==> src/rtl/code_patch_cfg_regs.sv <==
// Wishbone classic configuration registers for the code patch core.
// Software writes land in shadow registers; a commit copies them to the active outputs only while the patched bus is idle.
module code_patch_cfg_regs #(
    parameter int ADDR_WIDTH          = 32,
    parameter int DATA_WIDTH          = 16,
    parameter int NUM_REGS            = 2,
    parameter int SUB_REGS_DATA_WIDTH = (ADDR_WIDTH > DATA_WIDTH) ? ADDR_WIDTH : DATA_WIDTH,
    parameter int CFG_AW              = 8
) (
    input  logic                                    clk_i,
    input  logic                                    rst_i,
    input  logic [31:0]                             cfg_dat_i,
    input  logic [CFG_AW-1:0]                       cfg_adr_i,
    input  logic                                    cfg_cyc_i,
    input  logic                                    cfg_stb_i,
    input  logic                                    cfg_we_i,
    input  logic [3:0]                              cfg_sel_i,
    output logic [31:0]                             cfg_dat_o,
    output logic                                    cfg_ack_o,
    output logic                                    cfg_err_o,
    input  logic                                    bus_busy_i,
    output logic                                    cfg_pat_gen_o,
    output logic                                    cfg_addr_or_data_o,
    output logic [ADDR_WIDTH*NUM_REGS-1:0]          ctl_pat_addr_o,
    output logic [SUB_REGS_DATA_WIDTH*NUM_REGS-1:0] ctl_pat_data_o,
    output logic [NUM_REGS-1:0]                     ctl_pat_pen_o,
    output logic [NUM_REGS-1:0]                     ctl_pat_nopg_o,
    output logic                                    commit_pending_o,
    output logic                                    commit_done_o
);

    localparam int IDX_W = CFG_AW - 2;
    localparam int unused_data_width = DATA_WIDTH;

    typedef enum logic [1:0] {
        S_IDLE,
        S_PENDING,
        S_COMMIT
    } state_t;

    state_t state_q, state_d;

    logic                           sh_pat_gen, sh_addr_or_data;
    logic [NUM_REGS-1:0]            sh_pen, sh_nopg;
    logic [ADDR_WIDTH-1:0]          sh_addr [NUM_REGS];
    logic [SUB_REGS_DATA_WIDTH-1:0] sh_data [NUM_REGS];
    logic [ADDR_WIDTH-1:0]          act_addr [NUM_REGS];
    logic [SUB_REGS_DATA_WIDTH-1:0] act_data [NUM_REGS];
    logic [7:0]                     commit_cnt;

    logic [IDX_W-1:0] word, slot;
    logic             sel_ctrl, sel_pen, sel_nopg, sel_status, slot_hit, is_data, mapped;
    logic             req, wr_en, ctrl_wr, commit_req, cancel_req;
    logic [31:0]      rd_val, wr_val;
    logic             unused_adr_lsb;

    assign unused_adr_lsb = ^cfg_adr_i[1:0];

    function automatic logic [31:0] merge_bytes(input logic [31:0] old, input logic [31:0] wdat,
                                                input logic [3:0] sel);
        logic [31:0] r;
        r = old;
        for (int b = 0; b < 4; b++) begin
            if (sel[b]) r[8*b +: 8] = wdat[8*b +: 8];
        end
        return r;
    endfunction

    // Word decode: slots start at word 4 and alternate ADDR/DATA.
    assign word       = cfg_adr_i[CFG_AW-1:2];
    assign slot       = (word - IDX_W'(4)) >> 1;
    assign is_data    = word[0];
    assign sel_ctrl   = (word == IDX_W'(0));
    assign sel_pen    = (word == IDX_W'(1));
    assign sel_nopg   = (word == IDX_W'(2));
    assign sel_status = (word == IDX_W'(3));
    assign slot_hit   = (word >= IDX_W'(4)) && (slot < IDX_W'(NUM_REGS));
    assign mapped     = sel_ctrl || sel_pen || sel_nopg || sel_status || slot_hit;

    assign req        = cfg_cyc_i && cfg_stb_i && !cfg_ack_o && !cfg_err_o;
    assign wr_en      = req && mapped && cfg_we_i;
    assign ctrl_wr    = wr_en && sel_ctrl && cfg_sel_i[3];
    assign commit_req = ctrl_wr && cfg_dat_i[31];
    assign cancel_req = ctrl_wr && cfg_dat_i[30];

    assign commit_pending_o = (state_q == S_PENDING);

    // NOTE: rd_val gets a full default before any conditional update, so no latch can be inferred.
    always_comb begin
        rd_val = '0;
        if (sel_ctrl) begin
            rd_val[0]  = sh_pat_gen;
            rd_val[1]  = sh_addr_or_data;
            rd_val[31] = commit_pending_o;
        end
        if (sel_pen)  rd_val[NUM_REGS-1:0] = sh_pen;
        if (sel_nopg) rd_val[NUM_REGS-1:0] = sh_nopg;
        if (sel_status) begin
            rd_val[0]    = commit_pending_o;
            rd_val[15:8] = commit_cnt;
        end
        for (int i = 0; i < NUM_REGS; i++) begin
            if (slot_hit && slot == IDX_W'(i)) begin
                if (is_data) rd_val[SUB_REGS_DATA_WIDTH-1:0] = sh_data[i];
                else         rd_val[ADDR_WIDTH-1:0]          = sh_addr[i];
            end
        end
    end

    // The zero-extended current value doubles as the base for byte-lane merging.
    assign wr_val = merge_bytes(rd_val, cfg_dat_i, cfg_sel_i);

    // NOTE: every flop, including the slot arrays, takes the async reset so the patch core
    // never sees an unknown configuration; sequential state uses non-blocking assignments only.
    always_ff @(posedge clk_i or posedge rst_i) begin
        if (rst_i) begin
            cfg_ack_o       <= 1'b0;
            cfg_err_o       <= 1'b0;
            cfg_dat_o       <= '0;
            sh_pat_gen      <= 1'b0;
            sh_addr_or_data <= 1'b0;
            sh_pen          <= '0;
            sh_nopg         <= '0;
            sh_addr         <= '{default: '0};
            sh_data         <= '{default: '0};
        end else begin
            cfg_ack_o <= req && mapped;
            cfg_err_o <= req && !mapped;
            cfg_dat_o <= (req && mapped && !cfg_we_i) ? rd_val : '0;
            if (wr_en) begin
                if (sel_ctrl) begin
                    sh_pat_gen      <= wr_val[0];
                    sh_addr_or_data <= wr_val[1];
                end
                if (sel_pen)  sh_pen  <= wr_val[NUM_REGS-1:0];
                if (sel_nopg) sh_nopg <= wr_val[NUM_REGS-1:0];
                for (int i = 0; i < NUM_REGS; i++) begin
                    if (slot_hit && slot == IDX_W'(i)) begin
                        if (is_data) sh_data[i] <= wr_val[SUB_REGS_DATA_WIDTH-1:0];
                        else         sh_addr[i] <= wr_val[ADDR_WIDTH-1:0];
                    end
                end
            end
        end
    end

    always_ff @(posedge clk_i or posedge rst_i) begin
        if (rst_i) state_q <= S_IDLE;
        else       state_q <= state_d;
    end

    // Cancel outranks both a fresh commit request and a bus-idle cycle.
    always_comb begin
        state_d = state_q;
        unique case (state_q)
            S_IDLE:    if (commit_req && !cancel_req) state_d = S_PENDING;
            S_PENDING: begin
                if (cancel_req)       state_d = S_IDLE;
                else if (!bus_busy_i) state_d = S_COMMIT;
            end
            S_COMMIT:  state_d = S_IDLE;
            default:   state_d = S_IDLE;
        endcase
    end

    // Copy happens on the edge that leaves COMMIT, so a shadow write on that same edge is not captured.
    always_ff @(posedge clk_i or posedge rst_i) begin
        if (rst_i) begin
            cfg_pat_gen_o      <= 1'b0;
            cfg_addr_or_data_o <= 1'b0;
            ctl_pat_pen_o      <= '0;
            ctl_pat_nopg_o     <= '0;
            act_addr           <= '{default: '0};
            act_data           <= '{default: '0};
            commit_cnt         <= '0;
            commit_done_o      <= 1'b0;
        end else begin
            commit_done_o <= (state_q == S_COMMIT);
            if (state_q == S_COMMIT) begin
                cfg_pat_gen_o      <= sh_pat_gen;
                cfg_addr_or_data_o <= sh_addr_or_data;
                ctl_pat_pen_o      <= sh_pen;
                ctl_pat_nopg_o     <= sh_nopg;
                act_addr           <= sh_addr;
                act_data           <= sh_data;
                commit_cnt         <= commit_cnt + 8'd1;
            end
        end
    end

    for (genvar g = 0; g < NUM_REGS; g++) begin : g_flat
        assign ctl_pat_addr_o[g*ADDR_WIDTH +: ADDR_WIDTH]                   = act_addr[g];
        assign ctl_pat_data_o[g*SUB_REGS_DATA_WIDTH +: SUB_REGS_DATA_WIDTH] = act_data[g];
    end

endmodule

==> config.mk <==
export PLATFORM = sky130hd
export DESIGN_NAME = code_patch_cfg_regs
export DESIGN_NICKNAME = d
export VERILOG_FILES = /design/src/rtl/code_patch_cfg_regs.sv
export SDC_FILE = /design/constraint.sdc
export NUM_CORES = 1
export LEC_CHECK = 0
export ABC_AREA = 0
export BUFFER_PORTS_ARGS = -buffer_cell sky130_fd_sc_hd__buf_2
export CORE_MARGIN = 4
export CORE_UTILIZATION = 56
export DETAILED_ROUTE_END_ITERATION = 10
export PLACE_DENSITY = 0.79
export RECOVER_POWER = 25
export SKIP_LAST_GASP = 1
export SLEW_MARGIN = 30
export SYNTH_ARGS = -nofsm -noshare
export SYNTH_HDL_FRONTEND = slang
export SYNTH_SLANG_ARGS = --single-unit
==> constraint.sdc <==
create_clock -name clk_i -period 10.6 [get_ports clk_i]
set_clock_uncertainty 0.05 [all_clocks]
set_input_delay 0.53 -clock clk_i [delete_from_list [all_inputs] [get_ports clk_i]]
set_output_delay 0.53 -clock clk_i [all_outputs]
set_load 0.02 [all_outputs]
==> results of run 1 <==
## metrics by stage
| stage | std cells | hold slack, ns | instance area, um^2 | utilization |
|---|---|---|---|---|
| floorplan | 918 | 0.395 | 13300 | - |
| global placement | 1408 | 0.414 | 14700 | 0.626 |
| detailed placement | 1408 | 0.412 | 14700 | 0.626 |
| CTS | 1466 | 0.101 | 15800 | 0.675 |
| global route | 1466 | 0.100 | 15700 | 0.669 |
| finish | 1467 | 0.118 | 15700 | 0.669 |
## final timing paths
kind                            slack [ns]                 to          start  cells past startpoint
worst max-delay path                  6.66  ctl_pat_addr_o[0]          rst_i                      5
worst min-delay path                  0.12         state_q[1]     bus_busy_i                      2
worst max register to register        7.65      commit_cnt[5]     state_q[0]                      5
worst min register to register        0.43      commit_cnt[7]  commit_cnt[7]                      1
max in group clk_i                    7.65      commit_cnt[5]     state_q[0]                      5
min in group asynchronous             1.43  ctl_pat_nopg_o[1]          rst_i                      3
## worst reg2reg max path: stages (launching register included)
cell and delay (ns):
dfrtp_1 0.40, nor2b_1 0.99, buf_4 0.76, and4_1 0.39, nand3_1 0.11, xnor2_1 0.13
## flip-flops by register name, indices dropped and copies added, names as in the netlist
signal,cells
state_q,2
cfg_pat_gen_o,1
commit_done_o,1
cfg_ack_o,1
sh_pat_gen,1
ctl_pat_pen_o,2
sh_addr,64
ctl_pat_addr_o,64
cfg_dat_o,32
sh_nopg,2
ctl_pat_data_o,64
ctl_pat_nopg_o,2
cfg_err_o,1
sh_data,64
commit_cnt,8
sh_addr_or_data,1
sh_pen,2
cfg_addr_or_data_o,1
## logic make-up after synthesis
kind of cell    after synthesis  share of synthesized area
fa+ha+maj                     4                    0.00376
flops                       313                      0.589
buf+inv                      78                     0.0268
simple gates                152                     0.0608
compound gates               68                     0.0354
mux                         294                      0.277
xor+xnor                      9                    0.00734
## power groups by stage
stage	registers [uW]	clock network [uW]	logic, uW
finish	1210	1190	104
global route	1210	1260	116
CTS	1210	1200	106
detailed placement	1230	0	105
global placement	1230	0	103
floorplan	1230	0	67.3
## layer usage
layer  part of all wire  global-route usage  wire length [um]  vias to the layer above
li1                   -                   -                 -                     3791
met1               0.42               0.330             13200                     4505
met4              0.025              0.0673               793                        0
met5                  0                   0                 0                        -
met2               0.50               0.409             15700                      272
met3              0.062              0.0419              1960                       62
## Yosys cell counts (2+ instances only)
master    number
nor4_1         9
nor3_1        31
mux4_2        33
inv_1         17
a31oi_1        2
mux2_1         5
buf_4          6
buf_1         11
xor2_1         4
a41o_1         3
mux2_2       256
buf_6          2
nor3b_1        2
nor2_1         9
or2_2          3
ha_1           4
a221oi_1       8
o21a_1         8
o41ai_1        2
nand2b_1       5
buf_2         21
clkbuf_1      21
and2_1         3
and3_1         3
nand3_1       41
o21ai_0       31
nand2_1       32
a21oi_1        2
xnor2_1        4
dfrtp_1      313
or4_4          2
o31ai_1        5
## final cells by class
cell class	count	area (um^2)	area share
Sequential cell	313	7830	0.500
Antenna cell	1	2.50	0.000160
Multi-Input combinational cell	527	5160	0.329
Inverter	17	65.1	0.00415
Timing Repair Buffer	233	1080	0.0691
Clock inverter	19	264	0.0169
Tap cell	319	399	0.0255
Clock buffer	38	862	0.0550
==> results.yml, run 1 <==
route:
  drc_errors: 0
  ant_nets: 0
  via_count: 8630
  drt-total-wl_um: 31700
  wl_per_cell_um: 21.6
  drtIter0Drc: 421
  first_pass_iters: 4
  via_per_inst: 5.88
pwr:
  p_clk_frac: 0.475
  comb_power_share: 0.042
  ir_worst_vdd_mv: 0.193
  p_sw_uw: 541
  intPower_uw: 1960
  sw_frac_of_total: 0.217
  power.density_mw_per_mm2: 159
  finalPower_uw: 2500
  p_seq_frac: 0.483
  cellLeakagePower_uw: 0.00771
global_route:
  grt_max_degree: 82
  grt_remaining_overflow: 0
  grt_pass1_wl_um: 50900
  track_usage: 0.243
  first_global_vias: 9191
  antenna_found_initial: 0
clocking:
  ctsResizeCount: 0
  cts_tree: "built"
  post-cts-setup-buffers: 0
  h-tree-depth: 1
  numCtsBuffers: 31
  clk_pin_slew_ns: 0.06
  cts_buffer_depth: 3
  root_buffer: "clkbuf_16"
  hold_buffers: 1
  cts.sinks: 313
  clkLatencyLatePin_ns: 0.55
hold_path:
  hold_class: "in2reg"
yosys:
  syn_avg_cell_area_um2: 14.5
  yosysSeqAreaShare: 0.589
  syn_inst: 918
  syn-num-nets: 972
  ys_warn_count: 0
  synth.top_cell.area_share: 0.589
  ys_async_sr_fraction: 1.00
  ys.flop_type: "dfrtp_1"
  ys_types: 52
  ys_top_cells_by_area: "dfrtp_1 59%, mux2_2 22%, mux4_2 5.6%, nand3_1 1.5%, nor3_1 1.2%"
  yosys.area.top_type: "dfrtp_1"
  netlist_area_mm2: 0.0133
  synth_edf_count: 0
  yosys_register_bits: 313
sta:
  max_freq_mhz: 254
  final_hold_viol_count: 0
  setup_viol_count_final: 0
  period_share: 0.372
  tns_ns: 0
  rsz0062_at_grt: "false"
  fin_crit_ns: 3.94
  worst_slew_pin_slew_ns: 3.30
  max-slew-margin-rel: -1.21
  setup_ws_ns: 6.66
  final_max_slew_viol_count: 78
run_status:
  status: "finished, violations left"
  failed_checks: "max-capacitance violations, max-slew violations"
critical_path:
  cp_cell_sequence: "dlygate4sd3_1 -> buf_2 -> clkinvlp_2 -> buf_6 -> buf_6"
  worst-path-buf-inv: 5
  cpMaxStageDelayCell: "clkinvlp_2"
  arrival_ns: 4.49
  critPathTopFamily: "buffers and inverters"
  timing_worst_setup_path_type: "in2async"
  cp-end-kind: "asynchronous set/reset pin"
  worst_path_most_repeated_cell: "buf_6"
  worst_setup_path_start_kind: "input port"
  cp_max_fo: 81
  crit_required_ns: 11.15
  slowest_delay_ns: 1.84
floorplan:
  row_count: 56
  die_h_um: 162
  die_area_mm2: 0.0263
  fp.coreArea_mm2: 0.0234
  dieWidth_um: 162
  start_util: 0.568
  ioPinCount: 220
run:
  maxCapViolations: 1
place:
  dp_slack_ns: 7.29
  gp_congestion: 0.797
  io_buffers: 217
  hpwlAfterDp_um: 20000
cells_and_area:
  area_growth_pct: 17.8
  layout_commonest_cell: "dfrtp_1"
  fin_nets: 1177
  drive_gt1_frac: 0.421
  fillers: 1748
  layout_common_cells: "313 x dfrtp_1, 255 x mux2_2, 114 x clkbuf_1"
No activity file was read; power rests on OpenSTA's default activity.
==> run 2, diff against run 1 <==
- ABC_AREA: 0 -> 1
- CORE_UTILIZATION: 56 -> 57
- PLACE_DENSITY: 0.79 -> 0.8
- clock period: 10.6 -> 4 ns (I/O delays scaled with it)
==> results.yml, run 2 <==
critical_path:
  crit_required_ns: 4.38
  critPathTopFamily: "simple AND/OR/NAND/NOR gates"
  ff2ff_path_depth: 7
  cp_max_fo: 31
  arrival_ns: 3.04
  slowest_delay_ns: 0.67
  cp-end-kind: "register"
  timing_worst_setup_path_type: "in2reg"
  rrSetupSlack_ns: 1.73
  rr_startpoint: "cfg_ack_o"
  worst-path-buf-inv: 4
  cpMaxStageDelayCell: "inv_2"
  worst_setup_path_start_kind: "input port"
  cp_cell_sequence: "buf_2 -> inv_1 -> ha_1 -> inv_1 -> nand2_1 -> nand3_1 -> nor2_4 -> nand3_2 -> inv_2 -> nand2_1 -> nand3_1 -> nand3_1 -> nand2_1"
  r2r_end: "sh_data[44]"
global_route:
  antenna_found_initial: 0
  first_global_vias: 11700
  grt_pass1_wl_um: 58500
  track_usage: 0.276
  grt_remaining_overflow: 0
  grt_max_degree: 174
cells_and_area:
  antennaDiodeCount: 0
  fin_nets: 1885
  layout_commonest_cell: "nand2_1"
  area_growth_pct: 17.9
  drive_gt1_frac: 0.168
  fin_util: 0.692
  layout_common_cells: "778 x nand2_1, 313 x dfrtp_1, 209 x buf_2"
  fillers: 1859
clocking:
  clkLatencyLatePin_ns: 0.51
  cts_tree: "built"
  post-cts-setup-buffers: 0
  h-tree-depth: 2
  numCtsBuffers: 34
  cts_buffer_depth: 3
  clk_pin_slew_ns: 0.06
  root_buffer: "clkbuf_16"
  cts.sinks: 313
yosys:
  syn-num-nets: 1698
  yosysSeqAreaShare: 0.583
  synth.most_common_cell: "nand2_1"
  yosys_register_bits: 313
  syn_avg_cell_area_um2: 8.18
  ys_top_cells_by_area: "dfrtp_1 58%, nand2_1 22%, o21ai_0 5.4%, nand3_1 2.9%, inv_1 2.5%"
  synth_commonest_cells: "778 x nand2_1, 313 x dfrtp_1, 145 x o21ai_0"
  ys_types: 29
  synth.top_cell.area_share: 0.583
  ys_async_sr_fraction: 1.00
  netlist_area_mm2: 0.0134
  synth_edf_count: 0
  ys_warn_count: 0
  ys.flop_type: "dfrtp_1"
  syn_inst: 1644
  yosys.area.top_type: "dfrtp_1"
run_status:
  failed_checks: "max-capacitance violations, max-slew violations"
  status: "finished, violations left"
pwr:
  ir_worst_vdd_mv: 0.312
  intPower_uw: 4990
  cellLeakagePower_uw: 0.00883
  power.density_mw_per_mm2: 404
  sw_frac_of_total: 0.222
  p_clk_frac: 0.469
  comb_power_share: 0.036
  p_seq_frac: 0.495
  finalPower_uw: 6410
  p_sw_uw: 1430
run:
  maxCapViolations: 1
sta:
  setup_viol_count_final: 0
  max_freq_mhz: 376
  whs_ns: 0.0225
  setup_ws_ns: 1.34
  final_max_slew_viol_count: 141
  period_share: 0.665
  tns_ns: 0
  final_hold_viol_count: 0
  fin_crit_ns: 2.66
  max-slew-margin-rel: -0.257
  rsz0062_at_grt: "false"
  worst_slew_pin_slew_ns: 1.88
route:
  first_pass_iters: 6
  wl_per_cell_um: 16.6
  drtIter0Drc: 940
  via_per_inst: 5.44
  via_count: 11800
  ant_nets: 0
  drc_errors: 0
  drt-total-wl_um: 36000
floorplan:
  start_util: 0.587
  die_area_mm2: 0.0261
  row_count: 55
  fp.coreArea_mm2: 0.0229
  ioPinCount: 220
  die_h_um: 162
  dieWidth_um: 162
hold_path:
  hold_class: "in2reg"
  hold_path_end: "sh_addr[42]"
  hold_start: "cfg_dat_i[10]"
  hold_depth: 4
place:
  gp_congestion: 0.848
  io_buffers: 217
  hpwlAfterDp_um: 23700
  dp_slack_ns: 0.912
==> run 2: changes by cell type after synthesis, sizes merged, moves of 8 or more <==
cell,delta
o21ai,+132
nand4,+17
nand2,+747
a221oi,-8
mux4,-33
nand3,+38
o21a,-8
nor3,-30
nor4,-10
clkbuf,+30
mux2,-261
a21oi,+40
inv,+81
nor2,+28
==> run 2: logic make-up after synthesis <==
group | after synthesis | share of synthesized area
adder cells (fa/ha/maj) | 4 | 0.00372
XOR/XNOR | 7 | 0.00456
AO/OA/AOI/OAI | 207 | 0.0773
buffers and inverters | 185 | 0.0546
flip-flops | 313 | 0.583
AND/OR/NAND/NOR | 928 | 0.277
==> run 2: area by class of cell <==
class                           instances  area, um^2  area share
Timing Repair Buffer                  237        1280      0.0810
Clock buffer                           50        1010      0.0638
Clock inverter                         11        62.6     0.00395
Inverter                               99         378      0.0238
Tap cell                              313         392      0.0247
Sequential cell                       313        7830       0.494
Multi-Input combinational cell       1146        4890       0.309
==> run 2: how the worst max path moves through the flow <==
stage / from / endpoint / slack [ns] / depth (start not counted)
2_1_floorplan: rst_i / cfg_ack_o / -0.42 / 1
3_3_place_gp: cfg_adr_i[4] / sh_addr_or_data / 0.98 / 13
3_5_place_dp: cfg_adr_i[4] / sh_addr_or_data / 0.91 / 13
4_1_cts: cfg_adr_i[4] / sh_data[33] / 1.40 / 13
5_1_grt: cfg_adr_i[4] / sh_nopg[1] / 1.12 / 13
6_report: cfg_adr_i[4] / sh_data[33] / 1.34 / 13
==> run 2: routing by layer <==
layer  GRT usage  wire length (um)  vias up
met5           0                 0        -
met4       0.117              1410        0
met3      0.0515              2700      101
met2       0.455             17300      494
met1       0.361             14700     5677
li1            -                 -     5534
==> run 2: tightest hold or removal path: stages <==
cell and delay, ns:
buf_2 0.08, or2_2 0.14, nand3_1 0.08, nand2_1 0.06
==> run 2: per-stage QoR <==
step	cells	area, um^2
detailed placement	2103	14700
floorplan	1644	13400
global route	2169	15900
finish	2169	15900
CTS	2168	15900
global placement	2103	14700
==> run 2: what timing repair did <==
action / in CTS / in global routing
endpoints found under the hold margin: 145 / 0
resized for setup: 0 / 0
hold buffers: 4 / 0
endpoints found under the setup margin: 0 / 0
==> run 2: power by group through the flow <==
stage | Clock, uW | Sequential [uW] | Combinational [uW]
finish | 3010 | 3170 | 233
global route | 3190 | 3170 | 260
CTS | 3040 | 3170 | 233
detailed placement | 0 | 3230 | 229
global placement | 0 | 3230 | 224
floorplan | 0 | 3240 | 141
